## config.mk

```make
export PLATFORM = sky130hd
export DESIGN_NAME = dmem_arbiter
export DESIGN_NICKNAME = d
export VERILOG_FILES = /design/src/rtl/dmem_arbiter.sv
export SDC_FILE = /design/constraint.sdc
export NUM_CORES = 1
export LEC_CHECK = 0
export ABC_AREA = 1
export BUFFER_PORTS_ARGS = -buffer_cell sky130_fd_sc_hd__buf_2
export CAP_MARGIN = 20
export CORE_AREA = 2 2 88 90
export CTS_CLUSTER_SIZE = 30
export DETAILED_ROUTE_END_ITERATION = 12
export DIE_AREA = 0 0 90 92
export GPL_ROUTABILITY_DRIVEN = 0
export PLACE_DENSITY = 0.76
export SYNTH_ARGS = -nofsm -noshare
export SYNTH_HDL_FRONTEND = slang
export SYNTH_SLANG_ARGS = --single-unit
export TNS_END_PERCENT = 20
```

## constraint.sdc

```tcl
create_clock -name clk -period 1.6 [get_ports clk]
set_input_delay 0.32 -clock clk [delete_from_list [all_inputs] [get_ports clk]]
set_output_delay 0.32 -clock clk [all_outputs]
set_load 0.01 [all_outputs]
```

## src/rtl/dmem_arbiter.sv

```systemverilog
// rtl/dmem_arbiter.sv - two-port round-robin arbiter and burst sequencer for the data memory
//
// Port 0 is the pipeline MEM stage and port 1 is the debug/loader port. The
// arbiter grants one of them at a time and runs a 1..2^LEN_W beat burst into
// the shared memory.
//
// Ports:
//   clk, rst                   clock (rising edge), synchronous active-high reset
//   rX_req                     request, held until final ack or dropped to abort
//   rX_we, rX_addr, rX_len     burst direction, base address, beats-1 (sampled at grant)
//   rX_wdata                   live write data for the current beat
//   rX_gnt                     high while port X owns the running burst
//   rX_ack                     beat strobe, the memory access happens this cycle
//   rX_rdata                   memory read data on read acks, else 0
//   mem_MW, mem_addr, mem_datain  memory write enable, address, write data
//   mem_dataout                memory combinational read data
module dmem_arbiter #(
    parameter int ADDR_W = 6,
    parameter int DATA_W = 32,
    parameter int LEN_W  = 3
) (
    input  logic              clk,
    input  logic              rst,

    input  logic              r0_req,
    input  logic              r0_we,
    input  logic [ADDR_W-1:0] r0_addr,
    input  logic [LEN_W-1:0]  r0_len,
    input  logic [DATA_W-1:0] r0_wdata,
    output logic              r0_gnt,
    output logic              r0_ack,
    output logic [DATA_W-1:0] r0_rdata,

    input  logic              r1_req,
    input  logic              r1_we,
    input  logic [ADDR_W-1:0] r1_addr,
    input  logic [LEN_W-1:0]  r1_len,
    input  logic [DATA_W-1:0] r1_wdata,
    output logic              r1_gnt,
    output logic              r1_ack,
    output logic [DATA_W-1:0] r1_rdata,

    output logic              mem_MW,
    output logic [ADDR_W-1:0] mem_addr,
    output logic [DATA_W-1:0] mem_datain,
    input  logic [DATA_W-1:0] mem_dataout
);

    typedef enum logic {
        IDLE  = 1'b0,
        BURST = 1'b1
    } state_t;

    state_t            state;
    logic              owner;
    logic              last;
    logic              we_q;
    logic [ADDR_W-1:0] base_q;
    logic [LEN_W-1:0]  len_q;
    logic [LEN_W-1:0]  beat;

    logic              pick;
    logic              owner_req;
    logic [DATA_W-1:0] owner_wdata;
    logic              active;

    // On a tie the port that did not own the previous burst wins; otherwise
    // the sole requester wins (r1_req is 1 exactly when port 1 is alone).
    always_comb begin
        if (r0_req && r1_req) begin
            pick = ~last;
        end else begin
            pick = r1_req;
        end
    end

    assign owner_req   = owner ? r1_req : r0_req;
    assign owner_wdata = owner ? r1_wdata : r0_wdata;

    // A beat happens only in BURST while the owner still requests. Gating with
    // rst keeps every output quiet and blocks writes in a reset cycle.
    assign active = !rst && (state == BURST) && owner_req;

    always_ff @(posedge clk) begin
        if (rst) begin
            state  <= IDLE;
            owner  <= 1'b0;
            last   <= 1'b1;
            we_q   <= 1'b0;
            base_q <= '0;
            len_q  <= '0;
            beat   <= '0;
        end else begin
            case (state)
                IDLE: begin
                    if (r0_req || r1_req) begin
                        owner  <= pick;
                        we_q   <= pick ? r1_we   : r0_we;
                        base_q <= pick ? r1_addr : r0_addr;
                        len_q  <= pick ? r1_len  : r0_len;
                        beat   <= '0;
                        state  <= BURST;
                    end
                end
                BURST: begin
                    if (!owner_req) begin
                        // Abort: beats already acked stay committed.
                        last  <= owner;
                        state <= IDLE;
                    end else if (beat == len_q) begin
                        last  <= owner;
                        state <= IDLE;
                    end else begin
                        beat <= beat + LEN_W'(1);
                    end
                end
            endcase
        end
    end

    assign r0_gnt = active && (owner == 1'b0);
    assign r1_gnt = active && (owner == 1'b1);
    assign r0_ack = r0_gnt;
    assign r1_ack = r1_gnt;

    // Address arithmetic wraps naturally at 2^ADDR_W.
    assign mem_addr   = active ? (base_q + ADDR_W'(beat)) : '0;
    assign mem_MW     = active && we_q;
    assign mem_datain = (active && we_q) ? owner_wdata : '0;

    assign r0_rdata = (r0_ack && !we_q) ? mem_dataout : '0;
    assign r1_rdata = (r1_ack && !we_q) ? mem_dataout : '0;

endmodule

```

Yosys cells after proc, flatten, opt, wreduce, memory -nomap -nowiden
Cells that the tools add are included.
{ "word_totals": {"ff_bits": 16, "input_bits": 120, "output_inout_bits": 107, "word_cells": 51} }
{ "op_classes": {"addsub": 2, "eq_ne": 5, "mux": 20, "n_bitwise": 3, "reduce_logical": 14} }
{ "ops": {"columns": ["cell", "count"], "rows": [
  ["32-bit 2-to-1 mux", 4],
  ["3-bit 2-to-1 mux", 4],
  ["6-bit 2-to-1 mux", 2],
  ["1-bit logical AND", 8],
  ["1-bit 2-to-1 mux", 8],
  ["6-bit by 3-bit adder with 6-bit output", 1],
  ["3-bit case mux with 2 select lines", 1],
  ["2-bit by 1-bit != test with 1-bit output (second input constant)", 2],
  ["2-bit != test (second input constant)", 2],
  ["2-bit AND reduction", 2],
  ["3-bit by 1-bit adder with 3-bit output (second input constant)", 1],
  ["3-bit equality test", 1],
  ["1-bit NOT", 3],
  ["3-bit AND reduction", 1],
  ["1-bit zero test", 2],
  ["1-bit case mux with 2 select lines", 1],
  ["1-bit logical OR", 1]
]} }

Logic depth before layout (Yosys ltp)
Gate-level depths: netlist (run 1).
{ "depth": {"word_depth": 6, "depth_mapped": 11, "ltp_nobuf": 10} }

Worst setup path before layout (run 1)
OpenSTA, ideal clock, no wires.
{ "synth_path": {"kind": "register -> output", "start": "register owner", "end": "output r1_rdata[10]", "arrival_ns": 1.302, "t_required_ns": 1.280, "setup_slack_ns": -0.022, "stages_incl_launch_ff": 10, "cell_sequence": "dfxtp_1 buf_4 nand2_2 o21ai_2 nor2_4 nand2_4 nor2_4 nand2_2 buf_2 nor2_1"} }
{ "synth_between": {"elab_chain_cells": 5} }
{ "synth_lines": {"columns": ["element", "line", "text"], "rows": [
  ["start, declared", "55", "logic owner;"],
  ["start signal, assigned", "97", "owner <= pick;"],
  ["1-bit 2-to-1 mux", "77", "assign owner_req = owner ? r1_req : r0_req;"],
  ["1-bit logical AND", "82", "assign active = !rst && (state == BURST) && owner_req;"],
  ["1-bit logical AND *", "122", "assign r1_gnt = active && (owner == 1'b1);"],
  ["net r1_ack", "40", "output logic r1_ack,"],
  ["1-bit logical AND *", "132", "assign r1_rdata = (r1_ack && !we_q) ? mem_dataout : '0;"],
  ["32-bit 2-to-1 mux *", "132", null],
  ["end, declared", "41", "output logic [DATA_W-1:0] r1_rdata,"]
]} }
Mark *: on every way through the listed nets, which the timed path passes. The rest lies on a longest branch.

Final worst setup path (run 1)
{ "layout_path": {"start": "register owner", "end": "output r1_rdata[14]"} }
{ "layout_between": {"elab_chain_cells": 5} }
{ "layout_lines": {"columns": ["element", "line"], "rows": [
  ["1-bit 2-to-1 mux", "77"],
  ["1-bit logical AND", "82"],
  ["1-bit logical AND *", "122"],
  ["1-bit logical AND *", "132"],
  ["32-bit 2-to-1 mux *", "132"]
]} }
Every way passes the cells marked *; elsewhere a longest branch is shown, timed or not.

==> flow_summary.toml, run 1 <==
[run_status]
status = "finished, violations left"
violations = "negative setup slack"

[timing]
setup_violations = 107
final_max_slew_viol_count = 0
finClkSkew_ps = 6.13
tightest_slew_ps = 342
max_freq_mhz = 510
setup_tns_ps = -31420
hold_viol = 0
layout_setup_ws_ps = -360
period_needed_ps = 1960
relSlewSlack = 0.772
post-route-period-util = 1.22
rsz0062_at_grt = "true"

[run]
cap_violations = 0

[global_routing]
track_usage = 0.190
grt_max_degree = 33
antenna_found_initial = 3
grt_pass1_vias = 2860
grt-ovfl-total = 0
grt_first_pass_wirelength_um = 13300

[power_and_ir_drop]
p_leak_nw = 2.33
powerDensity_nw_per_um2 = 402
ir_drop_v = 0.000425

[setup_path]
crit_chain = "nand2_4 > o21ai_4 > nor2_4 > nand2_4 > nor2_4 > nand2_4 > clkbuf_16 > nor2_2 > buf_2"
rr_worst_depth = 10
critPathKind = "reg2out"
r2r_end = "beat[1]"
arrival_ps = 1640
startpoint_type = "flip-flop"
cpPeakStageDelay_ps = 370
crit_path_end_kind = "output port"
cpMostUsedCell = "nand2_4"
regToRegStartpoint = "owner"
ff2ff_setup_slack_ps = 250
slowest_stage = "dfxtp_4"
worstPathMaxFanout = 16
cp.required_ps = 1280

[clock_tree]
cts_buffer_depth = 2
clkLatencyLatePin_ps = 260
clockRootBuffer = "clkbuf_8"
cts-htree-levels = 1
cts_tree = "built"
cts_num_sinks = 16
clkTransAtPathRegs_ps = 70
cts_buffers = 3

[die]
rows = 32
dieArea_um2 = 8280
initial_utilization = 0.281
core_um2 = 7450
die_h_um = 92
ios = 227
die_w_um = 90

[drt]
firstDrtPassIters = 5
met2WireLength_um = 4610
drc_errors = 0
drt-met1-wl_um = 3540
via_per_inst = 4.48
drt-total-wl_um = 8960
drtIter0Drc = 61
antenna_left = 0
highest_layer = "met5"
wl_met3_um = 677
vias = 3160
wl_per_cell_um = 12.7

[final_layout]
layout_commonest_cell = "buf_2"
design_area_um2 = 4060
drive_above_1_share = 0.576
fin_cells = 705
nFillCells = 704
postLayoutCoreUtil = 0.545
area_growth_pct = 94.0
final_nets = 727
mostFrequentLayoutCells = "buf_2 (194), nand2_1 (110), inv_1 (48)"

[yosys]
synth-compound-area-share = 0.158
synthDistinctLibCells = 26
synth_top_family_by_area = "simple AND/OR/NAND/NOR gates"
syn_area_um2 = 2090
synth_edf_count = 0
synth_top_cell_by_area = "nand2_1"
synth_mux_area_frac = 0
ys_ff_latch = 16
synth-xor-area-share = 0.00838
syn_inst = 361
synthSimpleGateAreaFrac = 0.474
synthTopCellsByArea = "nand2_1 (20%), dfxtp_1 (15%), nor2_4 (12%), a21oi_1 (8.9%), inv_1 (8.8%)"
synthAdderAreaFrac = 0.0335
ys_warn_count = 0
synthFlopType = "dfxtp_1"
syn_avg_cell_area_um2 = 5.79
yosysSeqAreaShare = 0.153
synth_top_area_share = 0.197
syn-num-nets = 486
synthArstFlopShare = 0

[place]
io_buffers = 226
hpwl_um = 6830
pre_cts_slack_ps = -173
dpl_cell_area_um2 = 3480
placed_cells = 691

[worst_hold_path]
hold_end = "len_q[1]"
min_delay_path_depth = 3
min_from = "r1_len[1]"
hp-class = "in2reg"
==> logic make-up (layout without fill, tap and decap cells) <==
logic type	after synthesis	in the layout
buf+inv	75	315
compound gates	62	62
flops	16	16
xor+xnor	2	2
other cells	0	2
fa+ha+maj	5	5
simple gates	201	201
==> cell type report <==
type	instances	area, um2	area share
timing repair buffer	259	1720	0.425
multi-input combinational	270	1600	0.394
sequential	16	332	0.0818
inverter	52	216	0.0534
tap	102	128	0.0315
clock buffer	4	55.1	0.0136
antenna	2	5.00	0.00123
==> stage by stage <==
step	total power, mW	hold slack [ps]
2_1_floorplan	0.845	389
3_3_place_gp	1.13	441
3_5_place_dp	1.15	481
4_1_cts	1.58	306
6_report	1.63	307
5_1_grt	1.73	321
==> metal layers <==
| layer | vias to the layer above | track usage |
|---|---|---|
| met5 | - | 0 |
| met3 | 9 | 0.0477 |
| li1 | 1589 | - |
| met4 | 2 | 0.0449 |
| met2 | 141 | 0.340 |
| met1 | 1419 | 0.228 |
==> state kept, by name, summed over array words and instances, names as in the netlist <==
name,count
state,1
base_q,6
len_q,3
we_q,1
last,1
owner,1
beat,3
==> critical path: cells and delay by family, from the launching register on <==
family / cells / cell delay [ps]
AOI/OAI and AO/OA: 1 / 60
and+or+nand+nor: 6 / 600
buffers and inverters: 2 / 340
DFF: 1 / 370
==> how the worst max path moves through the flow <==
stage          startpoint           end  slack [ps]
6_report            owner  r1_rdata[14]        -360
5_1_grt             owner  r1_rdata[14]        -420
4_1_cts             owner   r0_rdata[0]        -320
3_5_place_dp    base_q[0]   mem_addr[4]        -170
3_3_place_gp    base_q[0]   mem_addr[4]        -160
2_1_floorplan       owner  r1_rdata[10]         -20
==> power breakdown <==
part | leakage (nW) | switching [mW] | internal [mW]
combinational | 2.16 | 0.405 | 0.363
sequential | 0.135 | 0.0407 | 0.441
clock | 0.0288 | 0.162 | 0.219
==> synth_stat cells (3+ instances only) <==
cell and count:
clkbuf_1 11, dfxtp_1 16, nand2_2 3, a21oi_1 37, buf_2 6, buf_4 3
nor2_1 45, nor2_2 9, a31oi_1 11, nand2_1 110, o21ai_0 12, inv_1 49
ha_1 4, nand3_1 7, nor2_4 23, nand2_4 3
==> repair_timing <==
action	CTS	global route
pin swaps	1	7
gates resized for setup	38	54
setup buffers	1	4
endpoints found under the setup margin	107	107
gates cloned	1	2
hold buffers	0	0
Note: power is estimated with default switching activity, not from simulation.
==> inputs of run 2 (changes only) <==
Settings changed: SKIP_LAST_GASP set to 1.
==> flow_summary.toml, run 2 (synthesis gave the netlist of run 1 again) <==
[run_status]
status = "finished, violations left"
violations = "negative setup slack"

[setup_path]
worstPathMaxFanout = 16
crit_path_end_kind = "output port"
critPathKind = "reg2out"
arrival_ps = 1640
cp.required_ps = 1280
startpoint_type = "flip-flop"
ff2ff_setup_slack_ps = 250
r2r_end = "beat[1]"
regToRegStartpoint = "owner"
rr_worst_depth = 10

[timing]
layout_setup_ws_ps = -364
max_freq_mhz = 509
period_needed_ps = 1960
final_max_slew_viol_count = 0
setup_violations = 107
rsz0062_at_grt = "true"
post-route-period-util = 1.23
tightest_slew_ps = 337
holdWs_ps = 310
relSlewSlack = 0.775
hold_viol = 0
finClkSkew_ps = 4.35

[drt]
drc_errors = 0
vias = 3121
antenna_left = 0
firstDrtPassIters = 4
drtIter0Drc = 75
drt-total-wl_um = 8810
wl_per_cell_um = 12.5
via_per_inst = 4.43

[power_and_ir_drop]
switching_share = 0.368
p_leak_nw = 2.32
powerDensity_nw_per_um2 = 407
p_seq_frac = 0.299
clkPwrFrac = 0.237
switchingPower_mw = 0.582
ir_drop_v = 0.000433
p_int_mw = 0.999
pwr-share-comb = 0.464

[final_layout]
reg_top3 = "base_q: 6 flops, beat: 3 flops, len_q: 3 flops"
area_growth_pct = 85.7
nFillCells = 728
fin_cells = 705
final_nets = 727
drive_above_1_share = 0.527
mostFrequentLayoutCells = "buf_2 (207), nand2_1 (110), inv_1 (49)"
layout_commonest_cell = "buf_2"
top_register = "base_q"
largest_reg_flops = 6

[place]
hpwl_um = 6830
placed_cells = 691
io_buffers = 226
pre_cts_slack_ps = -173

[worst_hold_path]
hp-class = "in2reg"
hold_end = "len_q[1]"
min_delay_path_depth = 3
min_from = "r1_len[1]"

[die]
core_um2 = 7450
initial_utilization = 0.281
dieArea_um2 = 8280
rows = 32
die_w_um = 90
ios = 227
die_h_um = 92

[clock_tree]
cts_buffer_depth = 2
cts_buffers = 3
hold_buffers = 0
clkTransAtPathRegs_ps = 70
clockRootBuffer = "clkbuf_8"
clkLatencyLatePin_ps = 260
cts-htree-levels = 1
cts_num_sinks = 16
cts_tree = "built"

[run]
cap_violations = 0

[global_routing]
grt-ovfl-total = 0
antenna_found_initial = 3
track_usage = 0.189
grt_max_degree = 33
grt_pass1_vias = 2870
grt_first_pass_wirelength_um = 13300
-- run 2: changes by cell type in the layout (fill, tap and decap cells not counted), moves of 2 or more --
cell,before,now
buf_2,194,207
ha_1,1,3
dfxtp_1,9,15
nor2_1,22,40
nor2_4,31,33
ha_4,3,0
nand3_1,5,7
nand3_2,2,0
nor2_2,24,4
buf_6,32,18
dfxtp_2,6,0
-- run 2: through the flow --
stage	power [mW]	TNS (ps)	util	cell area, um2
finish	1.58	-31560	0.521	3880
global route	1.69	-40110	0.521	3880
CTS	1.55	-28990	0.488	3630
detailed placement	1.15	-10340	0.467	3480
global placement	1.13	-8820	0.467	3480
floorplan	0.845	-800	-	2090
-- run 2: layer usage --
metal	wire length (um)	vias to the layer above	global-route usage
met3	648	15	0.0485
li1	-	1590	-
met1	3550	1373	0.227
met5	16	-	0
met4	166	2	0.0449
met2	4440	141	0.337
-- run 2: cell type report --
type / count / area, um2 / share of cell area
antenna: 2 / 5.00 / 0.00129
sequential: 16 / 324 / 0.0835
multi-input combinational: 270 / 1520 / 0.391
tap: 102 / 128 / 0.0329
clock buffer: 4 / 55.1 / 0.0142
inverter: 52 / 216 / 0.0558
timing repair buffer: 259 / 1640 / 0.422
-- run 2: how the worst max path moves through the flow --
stage | from | end | slack (ps) | cells past startpoint
after floorplan | owner | r1_rdata[10] | -20 | 9
after global placement | base_q[0] | mem_addr[4] | -160 | 7
after detailed placement | base_q[0] | mem_addr[4] | -170 | 7
after CTS | owner | r0_rdata[0] | -320 | 11
after global routing | owner | r0_rdata[19] | -420 | 11
final | owner | r1_rdata[12] | -360 | 9
-- run 2: power groups by stage --
stage / combinational [mW] / sequential [mW] / clock, mW
after global placement: 0.652 / 0.478 / 0
after global routing: 0.818 / 0.481 / 0.395
after detailed placement: 0.667 / 0.480 / 0
after floorplan: 0.371 / 0.473 / 0
after CTS: 0.694 / 0.472 / 0.388
final: 0.733 / 0.473 / 0.374
-- run 2: what timing repair did --
action | in CTS | in global routing
setup endpoints to repair | 107 | 107
pin swaps | 1 | 6
buffers inserted | 1 | 4
gates cloned | 1 | 2
gates resized for setup | 15 | 35
-- run 2: critical path, stage by stage (launching register included) --
cell       delay, ps
dfxtp_4          370
nand2_4           70
o21ai_4           60
nor2_4           130
nand2_4           80
nor2_4           140
nand2_4           80
clkbuf_16        180
nor2_1           110
buf_2            150
